`config.mk`:
```
export PLATFORM = sky130hd
export DESIGN_NAME = mem_arbiter
export DESIGN_NICKNAME = d
export VERILOG_FILES = /design/src/rtl/mem_arbiter.sv
export SDC_FILE = /design/constraint.sdc
export NUM_CORES = 1
export LEC_CHECK = 0
export ABC_AREA = 1
export BUFFER_PORTS_ARGS = -buffer_cell sky130_fd_sc_hd__buf_2
export CORE_MARGIN = 10
export CORE_UTILIZATION = 33
export CTS_BUF_LIST = sky130_fd_sc_hd__clkbuf_4
export DETAILED_ROUTE_END_ITERATION = 16
export PLACE_DENSITY = 0.88
export SLEW_MARGIN = 20
export SYNTH_ARGS = -nofsm -noshare
export SYNTH_HDL_FRONTEND = slang
export SYNTH_SLANG_ARGS = --single-unit
export TNS_END_PERCENT = 30
```
`constraint.sdc`:
```
create_clock -name cpu_clk -period 2.6 [get_ports cpu_clk]
set_clock_uncertainty 0.1 [all_clocks]
set_input_delay 0.26 -clock cpu_clk [delete_from_list [all_inputs] [get_ports cpu_clk]]
set_output_delay 0.26 -clock cpu_clk [all_outputs]
set_load 0.01 [all_outputs]
```
`src/rtl/mem_arbiter.sv`:
```
// mem_arbiter: two-port burst-limited arbiter for one sync RAM; ports cpu_clk/rst, per-port req/we/adrs/wdata in with gnt/rvalid out, shared rdata, mem_address/mem_data/mem_wren out, mem_q in
module mem_arbiter #(
  parameter int MAX_BURST = 4
) (
  input  logic        cpu_clk,
  input  logic        rst,
  input  logic        req0,
  input  logic        we0,
  input  logic [8:0]  adrs0,
  input  logic [15:0] wdata0,
  output logic        gnt0,
  output logic        rvalid0,
  input  logic        req1,
  input  logic        we1,
  input  logic [8:0]  adrs1,
  input  logic [15:0] wdata1,
  output logic        gnt1,
  output logic        rvalid1,
  output logic [15:0] rdata,
  output logic [8:0]  mem_address,
  output logic [15:0] mem_data,
  output logic        mem_wren,
  input  logic [15:0] mem_q
);
  localparam logic [3:0] MAXB = 4'(MAX_BURST);
  logic       owner_q, owner_d;
  logic [3:0] burst_q, burst_d;
  logic [1:0] rd_tag_q, rd_tag_d;
  logic       sat, pick1, gnt;
  always_comb begin
    sat = burst_q >= MAXB;
    pick1 = (req0 & req1) ? (sat ? ~owner_q : owner_q) : req1;
    gnt1 = ~rst & pick1;
    gnt0 = ~rst & req0 & ~pick1;
    gnt = gnt0 | gnt1;
    mem_wren = gnt0 ? we0 : gnt1 & we1;
    mem_address = gnt0 ? adrs0 : gnt1 ? adrs1 : '0;
    mem_data = gnt0 ? wdata0 : gnt1 ? wdata1 : '0;
    owner_d = gnt ? gnt1 : owner_q;
    burst_d = !gnt ? 4'd0 : (gnt1 != owner_q) ? 4'd1 : sat ? MAXB : burst_q + 4'd1;
    rd_tag_d = {gnt1 & ~we1, gnt0 & ~we0};
  end
  always_ff @(posedge cpu_clk or posedge rst) begin
    if (rst) begin
      owner_q <= 1'b0;
      burst_q <= '0;
      rd_tag_q <= '0;
    end else begin
      owner_q <= owner_d;
      burst_q <= burst_d;
      rd_tag_q <= rd_tag_d;
    end
  end
  assign rvalid0 = rd_tag_q[0];
  assign rvalid1 = rd_tag_q[1];
  assign rdata = mem_q;
endmodule

```
== Word level (Yosys, flattened, before mapping) ==
Cells that the tools add are included.

* Add/sub/neg operators: 1
* Magnitude comparators: 1
* Eq/ne operators: 1
* Muxes and demuxes: 10
* Bitwise logic cells: 13

{| class="wikitable"
|+ Operator list
! operator !! count
|-
| $mux 16 || 2
|-
| $mux 9 || 2
|-
| $mux 4 || 3
|-
| $and 1x1->1 || 7
|-
| $not 1->1 || 5
|-
| $add 4x1->4 const B || 1
|-
| $ge 4x3->1 const B || 1
|-
| $mux 1 || 3
|-
| $ne 1x1->1 || 1
|-
| $or 1x1->1 || 1
|}

* Register bits after elaboration: 7
* Output and inout port bits: 46

== Logic depth before layout (Yosys ltp) ==
Gate-level depths: netlist of the first run.

* Word-level depth: 7
* Depth in mapped cells: 9

== Least setup slack after synthesis of the first run ==
Ideal clock, no wire load.

* Path kind: input -> output
* From: input port rst
* To: output port mem_data[10]
* Data arrival time: 1,240 ps
* Required time: 2,240 ps
* Path slack: 1,000 ps
* Stages: 6
* Path buffers: 1
* Path through: inv_1 nand2_1 a21oi_4 buf_6 nand2_1 nand2_1

* Longest elaborated chain between the ends: 4

{| class="wikitable"
|+ RTL lines
! element !! line !! text
|-
| from (decl) || 6 || <nowiki>input logic rst,</nowiki>
|-
| $not 1->1 || 34 || <nowiki>gnt0 = ~rst & req0 & ~pick1;</nowiki>
|-
| $and 1x1->1 (2 in series) || 34 ||
|-
| via gnt0 || 11 || <nowiki>output logic gnt0,</nowiki>
|-
| $mux 16 || 38 || <nowiki>mem_data = gnt0 ? wdata0 : gnt1 ? wdata1 : '0;</nowiki>
|-
| to (decl) || 21 || <nowiki>output logic [15:0] mem_data,</nowiki>
|}

The timed path passes the listed nets, and every way through them passes these cells.

== Worst setup path after layout of the first run ==
* From: input port rst
* To: output port mem_address[5]

* Longest elaborated chain between the ends: 4

{| class="wikitable"
|+ RTL lines
! element !! line !! text
|-
| $not 1->1 (*) || 33, 34 ||
|-
| $and 1x1->1, on equally long branches || 33, 34 ||
|-
| $mux 9 or $and 1x1->1 (tied branches) || 37, 34 ||
|-
| $mux 9 (*) || 37 || <nowiki>mem_address = gnt0 ? adrs0 : gnt1 ? adrs1 : '0;</nowiki>
|-
| to (decl) || 20 || <nowiki>output logic [8:0] mem_address,</nowiki>
|}

Every way passes the cells marked *; elsewhere a longest branch is shown, timed or not.

==> results.toml, run 1 <==
[final_layout]
insertedDiodeCount = 0
utilization_pct = 50.6
drive_gt1_share_pct = 47.6
area_delta_synth_final_pct = 42.3
nNetsFinal = 280

[grt]
grt.total_usage_pct = 10.8
grt_max_degree = 29
grt_pass1_vias = 1047
grt_pass1_wl_um = 4530
antenna_found_initial = 0
overflow = 0

[clock_network]
cts_buffers = 3
path_clk_slew_ns = 0.06
cts_tree = "yes"
clockBufferDepth = 2
cts_setup_buffers = 0
htree_levels = 1
cts-root-buf = "clkbuf_4"
cts_sinks = 7
clk_latency_ns = 0.25

[pwr]
p_sw_uw = 145
p_per_area_mw_per_mm2 = 358
total_leakage_power_nw = 0.801
p_clk_share_pct = 26.4
p_sw_share_pct = 35.1
p_seq_share_pct = 30.1
pwr-share-comb_pct = 43.5
peakVddDrop_mv = 0.154
intPower_uw = 268

[route]
via_per_inst = 4.32
drt_iter0_markers = 10
wl_per_cell_um = 12.2
ant_nets = 0
dr_total_vias = 1012
drtPass1Iterations = 4
wirelength_um = 2860
drc = 0

[floorplanning]
core_area_mm2 = 0.00228
die_area_mm2 = 0.00483
io_pins = 118
die_h_um = 69.5
rows = 17
die-width_um = 69.5
start_util_pct = 35.6

[min_path]
min_path_type = "input pin to register"

[sta]
fin_crit_sh_pct = 88.6
setup_viol = 0
max-slew-margin-rel_pct = 55.1
finalHoldViolations = 0
final-max-slew-violation-count = 0
rsz0062_at_grt = "no"
clock.fmax_ghz = 0.434
tightest_slew_ns = 0.672
setup_tns_ns = 0
post-route-min-period_ns = 2.30

[critical_path]
critPathKind = "input pin to output pin"
startpoint_type = "input pin"
path_max_fanout = 28
required_ns = 2.24
end_kind = "output pin"
worstPathArrival_ns = 1.94

[placed_design]
gp_congestion = 0.789
io_buffers = 85
hpwl_um = 2470

[status]
status = "finished clean"

[yosys]
synthesis.nets = 208
syn_area_per_cell_um2 = 6.00
yosysSeqAreaShare_pct = 21.6
synthCells = 135
yosysWarnings = 0
ys_ff_latch = 7
ys_types = 17
syn_area_um2 = 810

[job]
maxCapViolations = 0
==> worst paths after layout <==
check	start	to	slack [ns]	depth (start not counted)
hold / removal	we0	rd_tag_q[0]	0.08	2
setup reg to reg	burst_q[2]	owner_q	0.99	6
min in group asynchronous	rst	rd_tag_q[0]	0.44	4
hold reg to reg	burst_q[3]	burst_q[1]	0.44	3
setup / recovery	rst	mem_address[5]	0.30	8
max in group asynchronous	rst	rd_tag_q[1]	1.81	4
==> timing repair <==
action | CTS | global route
resized for setup | 0 | 0
endpoints found under the hold margin | 7 | 0
setup endpoints to repair | 0 | 0
hold buffers | 1 | 0
==> critical path: stages <==
cell and delay (ns):
dlygate4sd3_1 0.52, buf_2 0.11, inv_1 0.06, nand2_1 0.11, a21oi_4 0.55, nand2_1 0.11, nand2_1 0.08, buf_2 0.13
==> synth_stat cells <==
library cell / number / area share [%]
buf_6: 4 / 5.6
nand3_4: 2 / 4.3
nand2_2: 1 / 0.77
buf_4: 16 / 15
nand4_1: 1 / 0.77
conb_1: 1 / 0.46
ha_1: 1 / 1.5
nand2_1: 85 / 39
nor2_1: 5 / 2.3
inv_1: 3 / 1.4
inv_2: 3 / 1.4
a21oi_4: 1 / 2.0
or2_2: 1 / 0.77
a211oi_1: 1 / 0.93
a21oi_1: 1 / 0.62
nand3_1: 2 / 1.2
dfrtp_1: 7 / 22
==> layer usage <==
layer | GRT usage, % | up-vias | routed length (um)
met5 | 0 | - | 0
met3 | 6.28 | 6 | 416
met4 | 4.66 | 0 | 39
li1 | - | 531 | -
met1 | 10.1 | 417 | 1040
met2 | 18.8 | 58 | 1370
==> state kept, by name (all words and copies together), names as in the netlist <==
name	flops
rd_tag_q	2
burst_q	4
owner_q	1
==> layout by cell type (no fill, tap or decap) <==
master	Yosys	routed
a211oi_1	1	1
a21oi_1	1	1
a21oi_4	1	1
buf_2	0	85
buf_4	16	1
clkbuf_4	0	4
conb_1	1	1
dfrtp_1	7	7
dlygate4sd3_1	0	1
ha_1	1	1
inv_1	3	3
inv_2	3	3
nand2_1	85	85
nand2_2	1	1
nand3_1	2	2
nand3_4	2	2
nand4_1	1	1
nor2_1	5	5
or2_2	1	1
==> power by group through the flow <==
stage                     registers, mW  clock network (mW)  logic (mW)
after global placement            0.126                   0       0.180
after detailed placement          0.126                   0       0.182
after floorplan                   0.126                   0       0.127
final                             0.124               0.109       0.180
after global routing              0.125               0.123       0.206
after CTS                         0.124               0.116       0.184
==> cell type report <==
class                   instances  area (um2)
clock buffers                   4        30.0
fillers                       240        1120
inverters                       6        22.5
multi-input cells             102         447
flip-flops and latches          7         175
well taps                      28        35.0
repair buffers                 87         443
==> per-stage QoR <==
step / hold slack [ns] / setup slack [ns] / std cells / cell area [um2] / total power [mW]
3_5_place_dp: 0.170 / 0.649 / 229 / 1110 / 0.308
6_report: 0.0791 / 0.297 / 234 / 1150 / 0.413
2_1_floorplan: 0.0107 / 1.00 / 135 / 810 / 0.252
5_1_grt: 0.0664 / 0.129 / 234 / 1150 / 0.454
4_1_cts: 0.0693 / 0.278 / 234 / 1150 / 0.424
3_3_place_gp: 0.159 / 0.688 / 229 / 1110 / 0.306
==> logic make-up after synthesis <==
| family | share of synthesized area (%) |
|---|---|
| simple gates | 49.6 |
| buf+inv | 23.2 |
| flops | 21.6 |
| compound gates | 3.56 |
| fa+ha+maj | 1.55 |
| other cells | 0.463 |
(Power assumes the default switching activity.)
==> run 2: changes to the inputs <==
- ABC_AREA: 1 -> 0
==> run 2 against run 1 <==
  * Worst setup slack worse by 0.063 ns
  * Largest cell class unchanged
  * Global-route usage up 3.4 points
  * Synthesized area up 0.31%
  * Critical path type is now register to output pin
==> results.toml, run 2 <==
[status]
status = "finished clean"

[sta]
tightest_slew_ns = 0.545
final-max-slew-violation-count = 0
clock.fmax_ghz = 0.423
finalHoldViolations = 0
fin_crit_sh_pct = 91.0
setup_viol = 0
max-slew-margin-rel_pct = 63.2
rsz0062_at_grt = "no"
setup_tns_ns = 0
post-route-min-period_ns = 2.37

[pwr]
p_seq_share_pct = 28.3
intPower_uw = 305
peakVddDrop_mv = 0.218
p_sw_uw = 184
p_clk_share_pct = 24.9
pwr-share-comb_pct = 46.7
p_per_area_mw_per_mm2 = 420
total_leakage_power_nw = 0.694
p_sw_share_pct = 37.6

[final_layout]
drive_gt1_share_pct = 60.5
nNetsFinal = 231
largest_reg_flops = 4
fin_cells = 185
final_common_cell = "buf_2"
top_register = "burst_q"
area_delta_synth_final_pct = 43.5
reg.largest.list = "burst_q: 4 flops, rd_tag_q: 2 flops, owner_q: 1 flops"
insertedDiodeCount = 0
mostFrequentLayoutCells = "buf_2, a22o_1, dfrtp_1"
fillCellCount = 217

[critical_path]
path_max_fanout = 27
r2r_slack_ns = 0.96
critical-path-max-stage-delay_ns = 0.57
startpoint_type = "register"
critPathBufInv = 2
worstPathArrival_ns = 2.01
end_kind = "output pin"
required_ns = 2.24
cp_slowest_cell = "nor4b_1"
critPathKind = "register to output pin"
worstReg2RegStart = "burst_q[3]"
crit_family = "simple AND/OR/NAND/NOR gates"
cp_cell_sequence = "nor4b_1 > nor3_2 > buf_4 > a22o_1 > buf_2"
timing.rr.end = "rd_tag_q[0]"
reg2reg_depth = 4

[yosys]
yosysMostFrequentCell = "a22o_1"
syn_area_per_cell_um2 = 9.33
yosysSeqAreaShare_pct = 21.6
yosysWarnings = 0
syn_area_um2 = 812
ys_ff_latch = 7
synth_edf_count = 0
synthCells = 87
synth.area.top_cells = "a22o_1, dfrtp_1, buf_4"
synth.top_cell.area_share_pct = 28.0
ys.flop_type = "dfrtp_1"
post-synth-top-area-cell = "a22o_1"
synthesis.nets = 160
ys_types = 29
async_flop_share_pct = 100
synthTopCellsByCount = "a22o_1, buf_4, dfrtp_1, buf_2"

[grt]
antenna_found_initial = 0
grt_pass1_vias = 1061
grt_max_degree = 29
overflow = 0
grt.total_usage_pct = 14.3
grt_pass1_wl_um = 5560

[placed_design]
hpwl_um = 3130
io_buffers = 85
dp_cells = 180
gp_congestion = 0.839

[clock_network]
clk_latency_ns = 0.28
clockBufferDepth = 2
cts_tree = "yes"
cts_sinks = 7
cts_resized = 0
cts-root-buf = "clkbuf_4"
htree_levels = 1
path_clk_slew_ns = 0.06
cts_buffers = 3

[floorplanning]
die-width_um = 69.6
die_area_mm2 = 0.00484
io_pins = 118
start_util_pct = 35.7
die_h_um = 69.6
core_area_mm2 = 0.00228
rows = 17

[route]
via_per_inst = 5.32
wl_per_cell_um = 20.0
wirelength_um = 3710
ant_nets = 0
drtPass1Iterations = 4
drt_iter0_markers = 53
drc = 0
dr_total_vias = 984

[min_path]
hold_end = "rd_tag_q[1]"
min_from = "we1"
min_path_type = "input pin to register"
hold_depth = 2

[job]
maxCapViolations = 0
[run 2: power by group through the flow]
| stage | clock network [mW] | logic [mW] | registers, mW |
|---|---|---|---|
| 2_1_floorplan | 0 | 0.167 | 0.127 |
| 3_3_place_gp | 0 | 0.221 | 0.138 |
| 3_5_place_dp | 0 | 0.228 | 0.139 |
| 4_1_cts | 0.124 | 0.231 | 0.137 |
| 5_1_grt | 0.126 | 0.251 | 0.141 |
| 6_report | 0.122 | 0.228 | 0.138 |
[run 2: cells by family after synthesis]
logic type | count (synthesis) | share of synthesized area, %
AO/OA/AOI/OAI | 35 | 38.1
adder cells (fa/ha/maj) | 1 | 1.54
buffers and inverters | 24 | 21.0
flip-flops | 7 | 21.6
multiplexers | 3 | 3.70
other | 1 | 0.462
AND/OR/NAND/NOR | 16 | 13.7
[run 2: worst register-to-register path, stage by stage (launching register included)]
cell and delay (ns):
dfrtp_1 0.44, or2_2 0.36, a211oi_4 0.21, buf_4 0.31, and2b_1 0.16
[run 2: per-stage QoR]
| stage | area, um2 | power [mW] | worst slack (ns) | utilization [%] | hold WS (ns) |
|---|---|---|---|---|---|
| after floorplan | 812 | 0.294 | 0.727 | - | -0.0311 |
| after global routing | 1160 | 0.518 | 0.144 | 51.2 | 0.0604 |
| final | 1160 | 0.489 | 0.234 | 51.2 | 0.0512 |
| after global placement | 1120 | 0.359 | 0.637 | 49.4 | 0.166 |
| after CTS | 1160 | 0.492 | 0.222 | 51.2 | 0.0509 |
| after detailed placement | 1120 | 0.367 | 0.533 | 49.4 | 0.170 |
[run 2: metal layers]
layer	wire, um	up-vias	share of wire (%)	track usage [%]
met5	0	-	0	0
li1	-	458	-	-
met3	307	25	8.3	4.99
met1	993	447	27	10.2
met2	2230	54	60	29.7
met4	173	0	4.7	8.87
[run 2: how the worst max path moves through the flow]
stage / cells after the start / from / endpoint
after floorplan: 5 / owner_q / mem_data[10]
after global placement: 5 / owner_q / mem_data[2]
after detailed placement: 5 / owner_q / mem_data[9]
after CTS: 5 / owner_q / mem_data[9]
after global routing: 5 / owner_q / mem_data[2]
final: 5 / owner_q / mem_data[9]
[run 2: layout make-up]
| type | count | area (um2) | area share [%] |
|---|---|---|---|
| Multi-Input combinational cell | 56 | 467 | 40.1 |
| Timing Repair Buffer | 88 | 450 | 38.7 |
| Sequential cell | 7 | 175 | 15.0 |
| Tap cell | 28 | 35.0 | 3.01 |
| Clock buffer | 4 | 30.0 | 2.58 |
| Inverter | 2 | 7.51 | 0.644 |
[run 2: what timing repair did]
| action | in CTS | in global routing |
|---|---|---|
| buffers inserted | 0 | 0 |
| endpoints found under the hold margin | 7 | 0 |
| endpoints found under the setup margin | 0 | 0 |
| hold buffers | 1 | 0 |
==> run 3: changes to the inputs <==
- PLACE_DENSITY: 0.88 -> 0.85
==> run 3 against run 2 <==
  * Combinational power is essentially flat
  * Cell area is the same
  * Clock power shrank 9%
  * Sequential power is essentially flat
  * Critical path type is now input pin to output pin
  * Critical endpoint is now mem_data[2]
==> results.toml, run 3 (synthesis results as in run 2) <==
[clock_network]
cts_buffers = 3
cts_tree = "yes"
cts_resized = 0
path_clk_slew_ns = 0.05
htree_levels = 1
cts_sinks = 7
clk_latency_ns = 0.26
cts-root-buf = "clkbuf_4"
clockBufferDepth = 2

[critical_path]
required_ns = 2.24
end_kind = "output pin"
path_max_fanout = 28
cp_slowest_cell = "dlygate4sd3_1"
worstPathArrival_ns = 2.01
critPathKind = "input pin to output pin"
startpoint_type = "input pin"
critical-path-max-stage-delay_ns = 0.55
critPathBufInv = 4
crit_top_cell = "buf_2"
cp_cell_sequence = "dlygate4sd3_1 > buf_2 > nand2b_1 > a211oi_4 > buf_4 > a22o_1 > buf_2"
crit_family = "buffers and inverters"

[final_layout]
mostFrequentLayoutCells = "buf_2, a22o_1, dfrtp_1"
drive_gt1_share_pct = 60.5
nNetsFinal = 231
area_delta_synth_final_pct = 43.5
top_register = "burst_q"
utilization_pct = 51.2
final_common_cell = "buf_2"
postLayoutCellArea_mm2 = 0.00116
reg.largest.list = "burst_q: 4 flops, rd_tag_q: 2 flops, owner_q: 1 flops"
largest_reg_flops = 4
insertedDiodeCount = 0

[route]
wirelength_um = 3410
drc = 0
dr_total_vias = 990
wl_per_cell_um = 18.4
ant_nets = 0
drtPass1Iterations = 4
drt_iter0_markers = 15
via_per_inst = 5.35

[placed_design]
gp_congestion = 0.810
hpwl_um = 2880
io_buffers = 85
preCtsSetupSlack_ns = 0.586
dpl_cell_area_mm2 = 0.00112

[sta]
fin_crit_sh_pct = 91.0
post-route-min-period_ns = 2.37
final-max-slew-violation-count = 0
rsz0062_at_grt = "no"
timing.final.ws_setup_ns = 0.234
finalHoldViolations = 0
clock.fmax_ghz = 0.423
setup_viol = 0
setup_tns_ns = 0

[grt]
grt.total_usage_pct = 13.6
antenna_found_initial = 0
overflow = 0
grt_pass1_vias = 1079
grt_pass1_wl_um = 5470
grt_max_degree = 29

[floorplanning]
die_area_mm2 = 0.00484
core_area_mm2 = 0.00228
rows = 17
io_pins = 118
die_h_um = 69.6
start_util_pct = 35.7
die-width_um = 69.6

[pwr]
peakVddDrop_mv = 0.242
total_leakage_power_nw = 0.694
p_per_area_mw_per_mm2 = 409

[status]
status = "finished clean"

[min_path]
min_path_type = "input pin to register"

[job]
maxCapViolations = 0
-- run 3: repair_timing --
item	in CTS	in global routing
setup endpoints to repair	0	0
hold buffers	1	0
buffers inserted	0	0
endpoints found under the hold margin	7	0
-- run 3: report_power, final --
group,internal [mW],switching [mW]
registers,0.120,0.0182
clock network,0.0691,0.0417
logic,0.115,0.112
-- run 3: worst paths after layout --
path | slack (ns) | depth (start not counted) | to | start
worst max-delay path | 0.23 | 7 | mem_data[2] | rst
worst min-delay path | 0.08 | 2 | rd_tag_q[1] | we1
worst max register to register | 0.97 | 4 | rd_tag_q[0] | burst_q[3]
worst min register to register | 0.61 | 2 | burst_q[1] | burst_q[1]
max in group asynchronous | 1.71 | 3 | burst_q[1] | rst
min in group asynchronous | 0.47 | 3 | rd_tag_q[1] | rst
-- run 3: final cells by class --
cell class / count / area [um2]
repair buffers: 88 / 450
fillers: 218 / 1110
clock buffers: 4 / 30.0
flip-flops and latches: 7 / 175
well taps: 28 / 35.0
multi-input cells: 56 / 467
inverters: 2 / 7.51
-- run 3: metrics by stage --
| stage | std cells | hold WS [ns] | power (mW) |
|---|---|---|---|
| 2_1_floorplan | 87 | -0.0311 | 0.294 |
| 3_3_place_gp | 180 | 0.161 | 0.361 |
| 3_5_place_dp | 180 | 0.163 | 0.368 |
| 4_1_cts | 185 | 0.0630 | 0.483 |
| 5_1_grt | 185 | 0.0550 | 0.519 |
| 6_report | 185 | 0.0754 | 0.476 |
-- run 3: layer usage --
| metal | routed length [um] | GRT usage (%) |
|---|---|---|
| met1 | 1080 | 12.2 |
| met2 | 1770 | 24.4 |
| met3 | 421 | 6.13 |
| met4 | 133 | 8.43 |
| met5 | 0 | 0 |
-- run 3: worst reg2reg max path, cell delays in order, from the launching register on --
cell	delay (ns)
dfrtp_1	0.43
or2_2	0.36
a211oi_4	0.20
buf_4	0.31
and2b_1	0.17
